--- config.mk ---
export PLATFORM = sky130hd
export DESIGN_NAME = l_alu_mem_seq_flat
export DESIGN_NICKNAME = d
export VERILOG_FILES = /design/src/rtl/l_alu_mem_seq_if.sv /design/src/rtl/l_alu_mem_seq.sv /design/src/flat_wrapper.sv
export SDC_FILE = /design/constraint.sdc
export NUM_CORES = 1
export LEC_CHECK = 0
export CAP_MARGIN = 20
export CORE_MARGIN = 2
export CORE_UTILIZATION = 55
export CTS_BUF_LIST = sky130_fd_sc_hd__clkbuf_4 sky130_fd_sc_hd__clkbuf_8 sky130_fd_sc_hd__clkbuf_16
export CTS_CLUSTER_SIZE = 8
export DETAILED_ROUTE_END_ITERATION = 8
export PLACE_DENSITY = 0.95
export SLEW_MARGIN = 15
export SYNTH_ARGS = -nofsm -noshare
export SYNTH_HDL_FRONTEND = slang
export SYNTH_SLANG_ARGS = --single-unit
--- constraint.sdc ---
create_clock -name clk -period 7.2 [get_ports clk]
set_input_delay 1.8 -clock clk [delete_from_list [all_inputs] [get_ports clk]]
set_output_delay 1.8 -clock clk [all_outputs]
set_load 0.02 [all_outputs]
--- src/rtl/l_alu_mem_seq_if.sv ---
// Memory port bundle for l_alu_mem_seq.
//
// Handshake: the master raises memReq together with memWe, memoryAddress
// and memoryOut, and holds all four steady until it samples memAck high.
// The slave answers with a single-cycle memAck; on a read, memoryIn is
// valid in that same cycle. memReq drops the cycle after memAck.
//
// Signals:
//   memReq        master -> slave  request pending
//   memWe         master -> slave  1 = write, 0 = read
//   memoryAddress master -> slave  request address
//   memoryOut     master -> slave  write data
//   memoryIn      slave -> master  read data (valid with memAck)
//   memAck        slave -> master  one-cycle acknowledge
interface l_alu_mem_seq_if #(
    parameter int WIDTH = 16
);
    logic             memReq;
    logic             memWe;
    logic [WIDTH-1:0] memoryAddress;
    logic [WIDTH-1:0] memoryOut;
    logic [WIDTH-1:0] memoryIn;
    logic             memAck;

    modport master (
        output memReq,
        output memWe,
        output memoryAddress,
        output memoryOut,
        input  memoryIn,
        input  memAck
    );

    modport slave (
        input  memReq,
        input  memWe,
        input  memoryAddress,
        input  memoryOut,
        output memoryIn,
        output memAck
    );
endinterface

--- src/rtl/l_alu_mem_seq.sv ---
// Multi-cycle memory/stack execution slot: LOAD, STORE, PUSH, POP, CALL, RET.
// Operands are sampled on start, the effective address is formed and stack
// bounds are checked in CHECK, the memory request runs in REQ with an
// acknowledge timeout, and all results are registered and presented with a
// one-cycle done pulse. busy covers CHECK and REQ.
//
// Ports:
//   clk, reset          clock, synchronous active-high reset
//   start               launch pulse, only honoured in IDLE
//   control             op code (0 LOAD .. 5 RET, 6-7 illegal)
//   immediate           signed offset for LOAD/STORE
//   in0, in1            base/push data/call target, store data
//   spIn, pcIn, raIn    architectural SP/PC/RA sampled at start
//   out                 load/pop result
//   spOut, pcOut, raOut updated SP/PC/RA
//   busy, done          operation in flight, completion pulse
//   fault               0 none, 1 overflow, 2 underflow, 3 timeout/illegal
//   state_o             current FSM state (debug)
//   mem                 memory request port (master side)
module l_alu_mem_seq #(
    parameter int WIDTH       = 16,
    parameter int IMM_W       = 8,
    parameter int STACK_BASE  = 'hFFFF,
    parameter int STACK_LIMIT = 'hFF00,
    parameter int TIMEOUT     = 15
) (
    input  logic             clk,
    input  logic             reset,
    input  logic             start,
    input  logic [2:0]       control,
    input  logic [IMM_W-1:0] immediate,
    input  logic [WIDTH-1:0] in0,
    input  logic [WIDTH-1:0] in1,
    input  logic [WIDTH-1:0] spIn,
    input  logic [WIDTH-1:0] pcIn,
    input  logic [WIDTH-1:0] raIn,
    output logic [WIDTH-1:0] out,
    output logic [WIDTH-1:0] spOut,
    output logic [WIDTH-1:0] pcOut,
    output logic [WIDTH-1:0] raOut,
    output logic             busy,
    output logic             done,
    output logic [1:0]       fault,
    output logic [1:0]       state_o,
    l_alu_mem_seq_if.master  mem
);
    typedef enum logic [1:0] {
        S_IDLE  = 2'd0,
        S_CHECK = 2'd1,
        S_REQ   = 2'd2,
        S_DONE  = 2'd3
    } state_t;

    localparam logic [2:0] OP_LOAD  = 3'd0;
    localparam logic [2:0] OP_STORE = 3'd1;
    localparam logic [2:0] OP_PUSH  = 3'd2;
    localparam logic [2:0] OP_POP   = 3'd3;
    localparam logic [2:0] OP_CALL  = 3'd4;
    localparam logic [2:0] OP_RET   = 3'd5;

    localparam logic [WIDTH-1:0] SP_BASE  = WIDTH'(STACK_BASE);
    localparam logic [WIDTH-1:0] SP_LIMIT = WIDTH'(STACK_LIMIT);
    localparam logic [7:0]       TO_LIM   = 8'(TIMEOUT);

    state_t           state_q;
    logic [2:0]       op_q;
    logic [WIDTH-1:0] imm_q, a_q, b_q, sp_q, pc_q, ra_q;
    logic [7:0]       cnt_q;
    logic             req_q, we_q;
    logic [WIDTH-1:0] addr_q, wdata_q;
    logic [WIDTH-1:0] out_q, sp_out_q, pc_out_q, ra_out_q;
    logic [1:0]       fault_q;
    logic             busy_q, done_q;

    logic [WIDTH-1:0] sp_dec, sp_inc, pc_inc, imm_sext;
    logic [WIDTH-1:0] chk_ea, chk_wdata;
    logic             chk_we;
    logic [1:0]       chk_fault;
    logic [WIDTH-1:0] res_out, res_sp, res_pc, res_ra;
    logic [7:0]       cnt_inc;

    assign sp_dec   = sp_q - 1'b1;
    assign sp_inc   = sp_q + 1'b1;
    assign pc_inc   = pc_q + 1'b1;
    assign imm_sext = {{(WIDTH-IMM_W){immediate[IMM_W-1]}}, immediate};
    assign cnt_inc  = cnt_q + 8'd1;

    // Address, write data and bound check for the sampled op (used in CHECK).
    always_comb begin
        chk_ea    = a_q + imm_q;
        chk_wdata = b_q;
        chk_we    = 1'b0;
        chk_fault = 2'd0;
        case (op_q)
            OP_LOAD: ;
            OP_STORE: chk_we = 1'b1;
            OP_PUSH, OP_CALL: begin
                chk_ea    = sp_dec;
                chk_wdata = (op_q == OP_CALL) ? pc_inc : a_q;
                chk_we    = 1'b1;
                if (sp_q == SP_LIMIT) chk_fault = 2'd1;
            end
            OP_POP, OP_RET: begin
                chk_ea = sp_q;
                if (sp_q == SP_BASE) chk_fault = 2'd2;
            end
            default: chk_fault = 2'd3;
        endcase
    end

    // Architectural results of a successful access (used on memAck).
    always_comb begin
        res_out = '0;
        res_sp  = sp_q;
        res_pc  = pc_inc;
        res_ra  = ra_q;
        case (op_q)
            OP_LOAD: res_out = mem.memoryIn;
            OP_PUSH: res_sp = sp_dec;
            OP_POP: begin
                res_out = mem.memoryIn;
                res_sp  = sp_inc;
            end
            OP_CALL: begin
                res_sp = sp_dec;
                res_ra = pc_inc;
                res_pc = a_q;
            end
            OP_RET: begin
                res_pc = mem.memoryIn;
                res_sp = sp_inc;
            end
            default: ;
        endcase
    end

    always_ff @(posedge clk) begin
        if (reset) begin
            state_q  <= S_IDLE;
            op_q     <= '0;
            imm_q    <= '0;
            a_q      <= '0;
            b_q      <= '0;
            sp_q     <= '0;
            pc_q     <= '0;
            ra_q     <= '0;
            cnt_q    <= '0;
            req_q    <= 1'b0;
            we_q     <= 1'b0;
            addr_q   <= '0;
            wdata_q  <= '0;
            out_q    <= '0;
            sp_out_q <= '0;
            pc_out_q <= '0;
            ra_out_q <= '0;
            fault_q  <= 2'd0;
            busy_q   <= 1'b0;
            done_q   <= 1'b0;
        end else begin
            done_q <= 1'b0;
            case (state_q)
                S_IDLE: begin
                    if (start) begin
                        op_q    <= control;
                        imm_q   <= imm_sext;
                        a_q     <= in0;
                        b_q     <= in1;
                        sp_q    <= spIn;
                        pc_q    <= pcIn;
                        ra_q    <= raIn;
                        busy_q  <= 1'b1;
                        state_q <= S_CHECK;
                    end
                end
                S_CHECK: begin
                    cnt_q <= '0;
                    if (chk_fault != 2'd0) begin
                        out_q    <= '0;
                        sp_out_q <= sp_q;
                        pc_out_q <= pc_q;
                        ra_out_q <= ra_q;
                        fault_q  <= chk_fault;
                        busy_q   <= 1'b0;
                        done_q   <= 1'b1;
                        state_q  <= S_DONE;
                    end else begin
                        req_q   <= 1'b1;
                        we_q    <= chk_we;
                        addr_q  <= chk_ea;
                        wdata_q <= chk_wdata;
                        state_q <= S_REQ;
                    end
                end
                S_REQ: begin
                    if (mem.memAck) begin
                        // An acknowledge on the last allowed cycle still counts.
                        req_q    <= 1'b0;
                        out_q    <= res_out;
                        sp_out_q <= res_sp;
                        pc_out_q <= res_pc;
                        ra_out_q <= res_ra;
                        fault_q  <= 2'd0;
                        busy_q   <= 1'b0;
                        done_q   <= 1'b1;
                        state_q  <= S_DONE;
                    end else if (cnt_inc == TO_LIM) begin
                        // memReq has now been high for TIMEOUT cycles.
                        req_q    <= 1'b0;
                        out_q    <= '0;
                        sp_out_q <= sp_q;
                        pc_out_q <= pc_q;
                        ra_out_q <= ra_q;
                        fault_q  <= 2'd3;
                        busy_q   <= 1'b0;
                        done_q   <= 1'b1;
                        state_q  <= S_DONE;
                    end else begin
                        cnt_q <= cnt_inc;
                    end
                end
                S_DONE: state_q <= S_IDLE;
                default: state_q <= S_IDLE;
            endcase
        end
    end

    assign out               = out_q;
    assign spOut             = sp_out_q;
    assign pcOut             = pc_out_q;
    assign raOut             = ra_out_q;
    assign busy              = busy_q;
    assign done              = done_q;
    assign fault             = fault_q;
    assign state_o           = state_q;
    assign mem.memReq        = req_q;
    assign mem.memWe         = we_q;
    assign mem.memoryAddress = addr_q;
    assign mem.memoryOut     = wdata_q;
endmodule

--- src/flat_wrapper.sv ---
// flat-port wrapper written by rule: the top's interface ports become plain ports
module l_alu_mem_seq_flat 
#(
    parameter int WIDTH       = 16,
    parameter int IMM_W       = 8,
    parameter int STACK_BASE  = 'hFFFF,
    parameter int STACK_LIMIT = 'hFF00,
    parameter int TIMEOUT     = 15
)
  (clk, reset, start, control, immediate, in0, in1, spIn, pcIn, raIn, out, spOut, pcOut, raOut, busy, done, fault, state_o, mem_memReq, mem_memWe, mem_memoryAddress, mem_memoryOut, mem_memoryIn, mem_memAck);
  l_alu_mem_seq_if #(.WIDTH(WIDTH)) mem_i ();
  input  logic clk;
  input  logic reset;
  input  logic start;
  input  logic [2:0] control;
  input  logic [IMM_W-1:0] immediate;
  input  logic [WIDTH-1:0] in0;
  input  logic [WIDTH-1:0] in1;
  input  logic [WIDTH-1:0] spIn;
  input  logic [WIDTH-1:0] pcIn;
  input  logic [WIDTH-1:0] raIn;
  output logic [WIDTH-1:0] out;
  output logic [WIDTH-1:0] spOut;
  output logic [WIDTH-1:0] pcOut;
  output logic [WIDTH-1:0] raOut;
  output logic busy;
  output logic done;
  output logic [1:0] fault;
  output logic [1:0] state_o;
  output wire logic [$bits(mem_i.memReq)-1:0] mem_memReq;
  output wire logic [$bits(mem_i.memWe)-1:0] mem_memWe;
  output wire logic [$bits(mem_i.memoryAddress)-1:0] mem_memoryAddress;
  output wire logic [$bits(mem_i.memoryOut)-1:0] mem_memoryOut;
  input wire logic [$bits(mem_i.memoryIn)-1:0] mem_memoryIn;
  input wire logic [$bits(mem_i.memAck)-1:0] mem_memAck;
  assign mem_memReq = mem_i.memReq;
  assign mem_memWe = mem_i.memWe;
  assign mem_memoryAddress = mem_i.memoryAddress;
  assign mem_memoryOut = mem_i.memoryOut;
  assign mem_i.memoryIn = mem_memoryIn;
  assign mem_i.memAck = mem_memAck;
  l_alu_mem_seq #(.WIDTH(WIDTH), .IMM_W(IMM_W), .STACK_BASE(STACK_BASE), .STACK_LIMIT(STACK_LIMIT), .TIMEOUT(TIMEOUT)) u_core (.clk(clk), .reset(reset), .start(start), .control(control), .immediate(immediate), .in0(in0), .in1(in1), .spIn(spIn), .pcIn(pcIn), .raIn(raIn), .out(out), .spOut(spOut), .pcOut(pcOut), .raOut(raOut), .busy(busy), .done(done), .fault(fault), .state_o(state_o), .mem(mem_i));
endmodule
==> flow_summary.toml <==
[layout]
most-common-layout-cells = "nand2_1, clkdlybuf4s50_1, dfxtp_1, a21oi_1, nor2_1"
syn_to_final_growth_pct = 26.7
nFillCells = 1503
final_nets = 1670
layout_commonest_cell = "nand2_1"
layout-drive-gt1-share_pct = 6.00
fin_cells = 1799
insertedDiodeCount = 0

[sta]
slew_viol_final = 0
rsz0062_at_grt = "false"
fin_crit_sh_pct = 59.5
tns_ps = 0
timing.fmax_ghz = 0.234
hold_viol = 0
min_period_ps = 4280
finalSetupViolations = 0
skew_ps = 13.6
slew_headroom_pct = 25.0
worst_pin_slew_ps = 1130

[place]
detailed_place_hpwl_um = 26800
dp_cells = 1767
port_buffers = 214
place.gp.congestion = 0.977

[synthesis]
synth-edff-count = 0
syn_inst = 1395
synthArstFlopShare_pct = 0
yosysWarnings = 0
synth_cell_types = 75
synth_area_um2 = 10800
avgSynthCellArea_um2 = 7.72
ys.flop_type = "dfxtp_1"
synth_seq_cells = 203
synth_nets = 1532
ys_seq_area_share_pct = 37.7

[critical_path]
end_kind = "flop"
critPathSlowestCell = "nor2_2"
path_class = "input port to flop"
worstPathRequired_ps = 7620
crit_chain = "clkdlybuf4s50_1 -> nand2_1 -> nor2_2 -> mux2i_1 -> nor4_1 -> a31o_2"
max_stage_delay_ps = 960
critPathBufInv = 1
critPathArrivalTime_ps = 4700
crit_path_start_kind = "input port"
critPathTopFamily = "simple AND/OR/NAND/NOR gates"
path_max_fanout = 28

[clocking]
tritoncts = "yes"
cts_buffers = 29
cts_setup_buffers = 0
cts_root_buf = "clkbuf_16"
clkLatencyLatePin_ps = 540
numClockSinks = 203
clockBufferDepth = 3
cts-resized-gates = 0
cts.htree.levels = 1
clk_pin_slew_ps = 50
cts_hold_buf = 0

[detailed_routing]
viasPerCell = 6.32
vias = 11368
drtIter0Drc = 1211
postRouteAntennaNets = 0
firstDrtPassIters = 8
post-route-drc-count = 0
wl_per_cell_um = 20.8
wl_um = 37400

[pwr]
p_clk_share_pct = 24.0
powerDensity_nw_per_um2 = 370
seqPwrFrac_pct = 33.0
p_leak_nw = 4.76
pwr-share-comb_pct = 43.0
internal-power_mw = 2.94
swShare_pct = 41.7
p_sw_mw = 2.10
irDropWorstVdd_mv = 0.217

[floorplanning]
die_width_um = 144
initial_utilization_pct = 55.7
io_pins = 215
rows = 51
die-area_um2 = 20700
core_area_um2 = 19300
fp.dieH_um = 144

[global_route]
grt_max_degree = 106
grt_pass1_wl_um = 58300
grt.total_usage_pct = 35.7
grt_pass1_vias = 10536
antenna_found_initial = 0
overflow = 0

[outcome]
outcome = "complete, no violations"

[worst_hold_path]
hold_class = "flop to flop"

[flow_run]
cap_violations = 0
## area by class of cell
cell class | count | area [um2] | area share (%)
Clock buffer | 30 | 733 | 5.38
Clock inverter | 2 | 38.8 | 0.284
Inverter | 25 | 93.8 | 0.688
Multi-Input combinational cell | 1046 | 6130 | 45.0
Sequential cell | 203 | 4070 | 29.8
Tap cell | 265 | 332 | 2.43
Timing Repair Buffer | 228 | 2240 | 16.5
## final timing paths
path	from	end	slack [ps]	cells past startpoint
max	mem_memAck	u_core.raOut[5]	2920	6
min	u_core.mem.memoryAddress[2]	u_core.mem.memoryAddress[2]	460	2
max reg2reg	u_core.state_o[0]	u_core.raOut[5]	3810	7
min reg2reg	u_core.mem.memoryAddress[2]	u_core.mem.memoryAddress[2]	460	2
## kinds of logic after synthesis
kind of cell,share of synthesized area (%)
AO/OA/AOI/OAI,24.5
XOR/XNOR,4.80
adder cells (fa/ha/maj),3.09
buffers and inverters,5.58
flip-flops,37.7
multiplexers,2.01
AND/OR/NAND/NOR,22.3
## worst min-delay path: stages, from the launching register on
cell	delay (ps)
dfxtp_1	300
nand2_1	50
a21oi_1	50
## flip-flops by register name, summed over array words and instances (netlist names)
register                  cells
u_core.imm_q                  8
u_core.fault                  2
u_core.mem.memoryOut         16
u_core.raOut                 16
u_core.busy                   1
u_core.cnt_q                  8
u_core.mem.memReq             1
u_core.op_q                   3
u_core.mem.memWe              1
u_core.b_q                   16
u_core.sp_q                  16
u_core.pcOut                 16
u_core.pc_q                  16
u_core.done                   1
u_core.state_o                2
u_core.a_q                   16
u_core.mem.memoryAddress     16
u_core.spOut                 16
u_core.ra_q                  16
u_core.out                   16
## per-layer routing
metal / vias to the layer above / wire length (um) / GRT usage (%)
li1: 5251 / - / -
met1: 5305 / 15100 / 48.3
met2: 689 / 16800 / 56.1
met3: 123 / 3960 / 7.33
met4: 0 / 1540 / 13.6
met5: - / 0 / 0
## metrics by stage
step | hold WS [ps] | setup WS [ps] | area (um2) | power (mW) | util [%]
2_1_floorplan | 433 | 4090 | 10800 | 3.00 | -
3_3_place_gp | 445 | 2660 | 12900 | 3.73 | 66.5
3_5_place_dp | 450 | 2520 | 12900 | 3.78 | 66.6
4_1_cts | 457 | 3010 | 13600 | 4.99 | 70.5
5_1_grt | 473 | 2740 | 13600 | 5.28 | 70.5
6_report | 459 | 2920 | 13600 | 5.04 | 70.5
## power by group through the flow
stage	sequential [mW]	clock, mW	combinational (mW)
6_report	1.67	1.21	2.17
5_1_grt	1.68	1.26	2.34
4_1_cts	1.65	1.21	2.13
3_5_place_dp	1.67	0	2.11
3_3_place_gp	1.66	0	2.07
2_1_floorplan	1.71	0	1.29
## synth_stat cells, types with 4 or more instances
library cell	number	share of area (%)
nand2_1	281	9.8
dfxtp_1	203	38
a21oi_1	176	8.2
clkbuf_1	84	2.9
nor2_1	64	2.2
o21ai_0	60	2.8
nand3_1	36	1.7
nand4_1	33	1.9
xnor2_1	33	2.7
a211oi_1	31	2.2
o211ai_1	27	1.9
xor2_1	26	2.1
ha_1	25	2.9
inv_1	24	0.84
nor4_1	24	1.4
o22ai_1	21	1.2
nor3_1	19	0.88
buf_2	18	0.84
mux2i_1	16	1.5
buf_1	14	0.49
a31oi_1	13	0.76
a31o_2	11	0.89
nor2b_1	10	0.58
nand2b_1	9	0.52
a221oi_1	8	0.65
a22oi_1	8	0.56
a311oi_1	8	0.65
o21a_1	8	0.56
or2_2	7	0.41
and2_1	5	0.29
and3_1	5	0.29
mux2_2	5	0.52
o41ai_2	5	0.76
a21o_1	4	0.28
and4_1	4	0.33
o31ai_1	4	0.28
or3_1	4	0.23
or4_1	4	0.28
Note: power is estimated with default switching activity, not from simulation.
==> RTL edit (same flow settings) <==
Reset style: asynchronous (`reset`), changed in one clocked block. Comments in the files are not updated.
--- a/src/rtl/l_alu_mem_seq.sv
+++ b/src/rtl/l_alu_mem_seq.sv
@@ -135,5 +135,5 @@
     end
 
-    always_ff @(posedge clk) begin
+    always_ff @(posedge clk or posedge reset) begin
         if (reset) begin
             state_q  <= S_IDLE;
Behaviour: differs if reset is asserted again (counterexample within 4 cycles, from zero or initial values and one cycle with reset high); with reset held inactive, the same outputs for 4 cycles.
==> RTL edit against the unedited design <==
Register-to-register slack better by 20 ps. Synthesized area up 2.8%. Total power up 50%. Worst setup slack better by 560 ps. Sequential power up 40%. Routed wire length down 6.6%. Final area up 3.8%. Sequential cell count unchanged. Sequential share of layout area up 6.1 points. Via count down 14%. Count of clock-buffer cells in the layout unchanged. Synthesized cell count down 22%. Largest cell class unchanged. Highest routed layer is now met5.
==> RTL edit: results (changes against the unedited design) <==
The actual transition at the worst max-transition pin is 1140 ps (+10.6 ps). The slowest stage of the critical path is the sky130_fd_sc_hd__clkdlybuf4s50_1 cell. The synthesized net count is 1231 (-20%). The count of nets after finishing came out at 1414 (-15%). The worst ir drop on vdd is 264 uV (+21%). The reported net switching power is 3.32 mW (+58%). The number of DRC violations after detailed-routing iteration 0 is 1085 (-10%). The source of the worst hold timing path is u_core.mem.memoryOut[6]. The maximum single-stage delay on the critical path is 560 ps (-400 ps). The fraction of layout cells with a size suffix above 1 came out at 13.8% (+7.9 points). The post-DP HPWL came out at 24.6 mm (-8.3%). The number of global-route vias before repair is 9819 (-6.8%). The placed standard-cell area is 13300 um^2 (+3.7%). The count of different cell masters after synthesis is 69 (-8.0%).

The leakage power came out at 5.90 nW (+24%). The via density per instance came out at 6.36 (+0.70%). The number of H-tree levels came out at 1 (unchanged). The average wire per cell in the routed design is 22.6 um (+8.9%). The number of antenna violations at the first check in global routing is 3 (+3). By area the synthesized netlist is led by sky130_fd_sc_hd__dfrtp_1 46%, sky130_fd_sc_hd__mux2_2 10%, sky130_fd_sc_hd__o21ai_0 4.6%.

The run finished with clean final reports. The post-synthesis sequential area ratio is 45.9% (+8.1 points). The data arrival time of the critical path came out at 4150 ps (-550 ps).

The wire length of the first global-routing pass came out at 54.7 mm (-6.2%). The maximum fanout along the worst path is 24 (-14%). The number of buffers between clock root and the deepest sink came out at 3 (unchanged). The final RePlAce weighted congestion came out at 0.959 (-1.8%).

The async set or reset register ratio after synthesis is 100% (+100 points). The clock insertion delay at the later pin of the skew report is 560 ps (+20 ps). The global routing usage summed across all routing layers is 32.4% (-3.3 points). The number of detailed-routing iterations run before antenna repair is 6 (-2). In this run the critical register-to-register path is launched from u_core.sp_q[1]. After synthesis, the most frequently instantiated cells are 203 x sky130_fd_sc_hd__dfrtp_1, 107 x sky130_fd_sc_hd__nand2_1, 102 x sky130_fd_sc_hd__o21ai_0.

The pin count of the biggest net entering global routing was 204 (+92%).
## RTL edit: worst register-to-register path: cells and delay by family (launching register included)
| family | cells | cell delay, ps |
|---|---|---|
| simple gates | 5 | 2000 |
| fa+ha+maj | 1 | 210 |
| flops | 1 | 440 |
| mux | 1 | 460 |
| buf+inv | 1 | 150 |
## RTL edit: cell type report
| cell class | instances | area, um^2 |
|---|---|---|
| diodes | 1 | 2.50 |
| repair buffers | 226 | 2260 |
| fillers | 1366 | 5430 |
| well taps | 265 | 332 |
| clock buffers | 30 | 733 |
| flip-flops and latches | 203 | 5080 |
| inverters | 24 | 93.8 |
| clock inverters | 2 | 50.0 |
| multi-input cells | 793 | 5610 |
## RTL edit: path summary, 6_finish.rpt
check	cells past startpoint	slack [ps]	end
max	6	3480	u_core.spOut[8]
min	2	480	u_core.mem.memoryOut[6]
max reg2reg	8	3830	u_core.raOut[12]
min reg2reg	2	480	u_core.mem.memoryOut[6]
max in group asynchronous	3	4450	u_core.sp_q[15]
min in group asynchronous	3	1850	u_core.raOut[0]
## RTL edit: kinds of logic after synthesis
logic type / Yosys count / share of synthesized area (%)
fa+ha+maj: 26 / 3.01
xor+xnor: 56 / 4.43
mux: 141 / 14.8
simple gates: 259 / 11.2
flops: 203 / 45.9
compound gates: 311 / 17.1
buf+inv: 98 / 3.62
## RTL edit: power groups by stage
stage	Combinational, mW	Sequential (mW)	Clock (mW)
after floorplan	2.51	2.31	0
after global placement	3.75	2.28	0
after detailed placement	3.90	2.30	0
after CTS	3.94	2.30	1.24
after global routing	4.30	2.38	1.29
final	3.98	2.34	1.23
## RTL edit: metal layers
layer / up-vias / GRT usage [%] / share of wire (%)
li1: 4342 / - / -
met1: 4833 / 42.8 / 38
met2: 554 / 52.8 / 48
met3: 94 / 7.05 / 9.8
met4: 2 / 11.6 / 3.6
met5: - / 0 / 0.023
## RTL edit: stage by stage
step           setup slack [ps]  total power [mW]  std cells
2_1_floorplan              2770              4.82       1094
3_3_place_gp               3100              6.03       1510
3_5_place_dp               3020              6.20       1510
4_1_cts                    3550              7.48       1542
5_1_grt                    3350              7.96       1544
6_report                   3480              7.55       1544
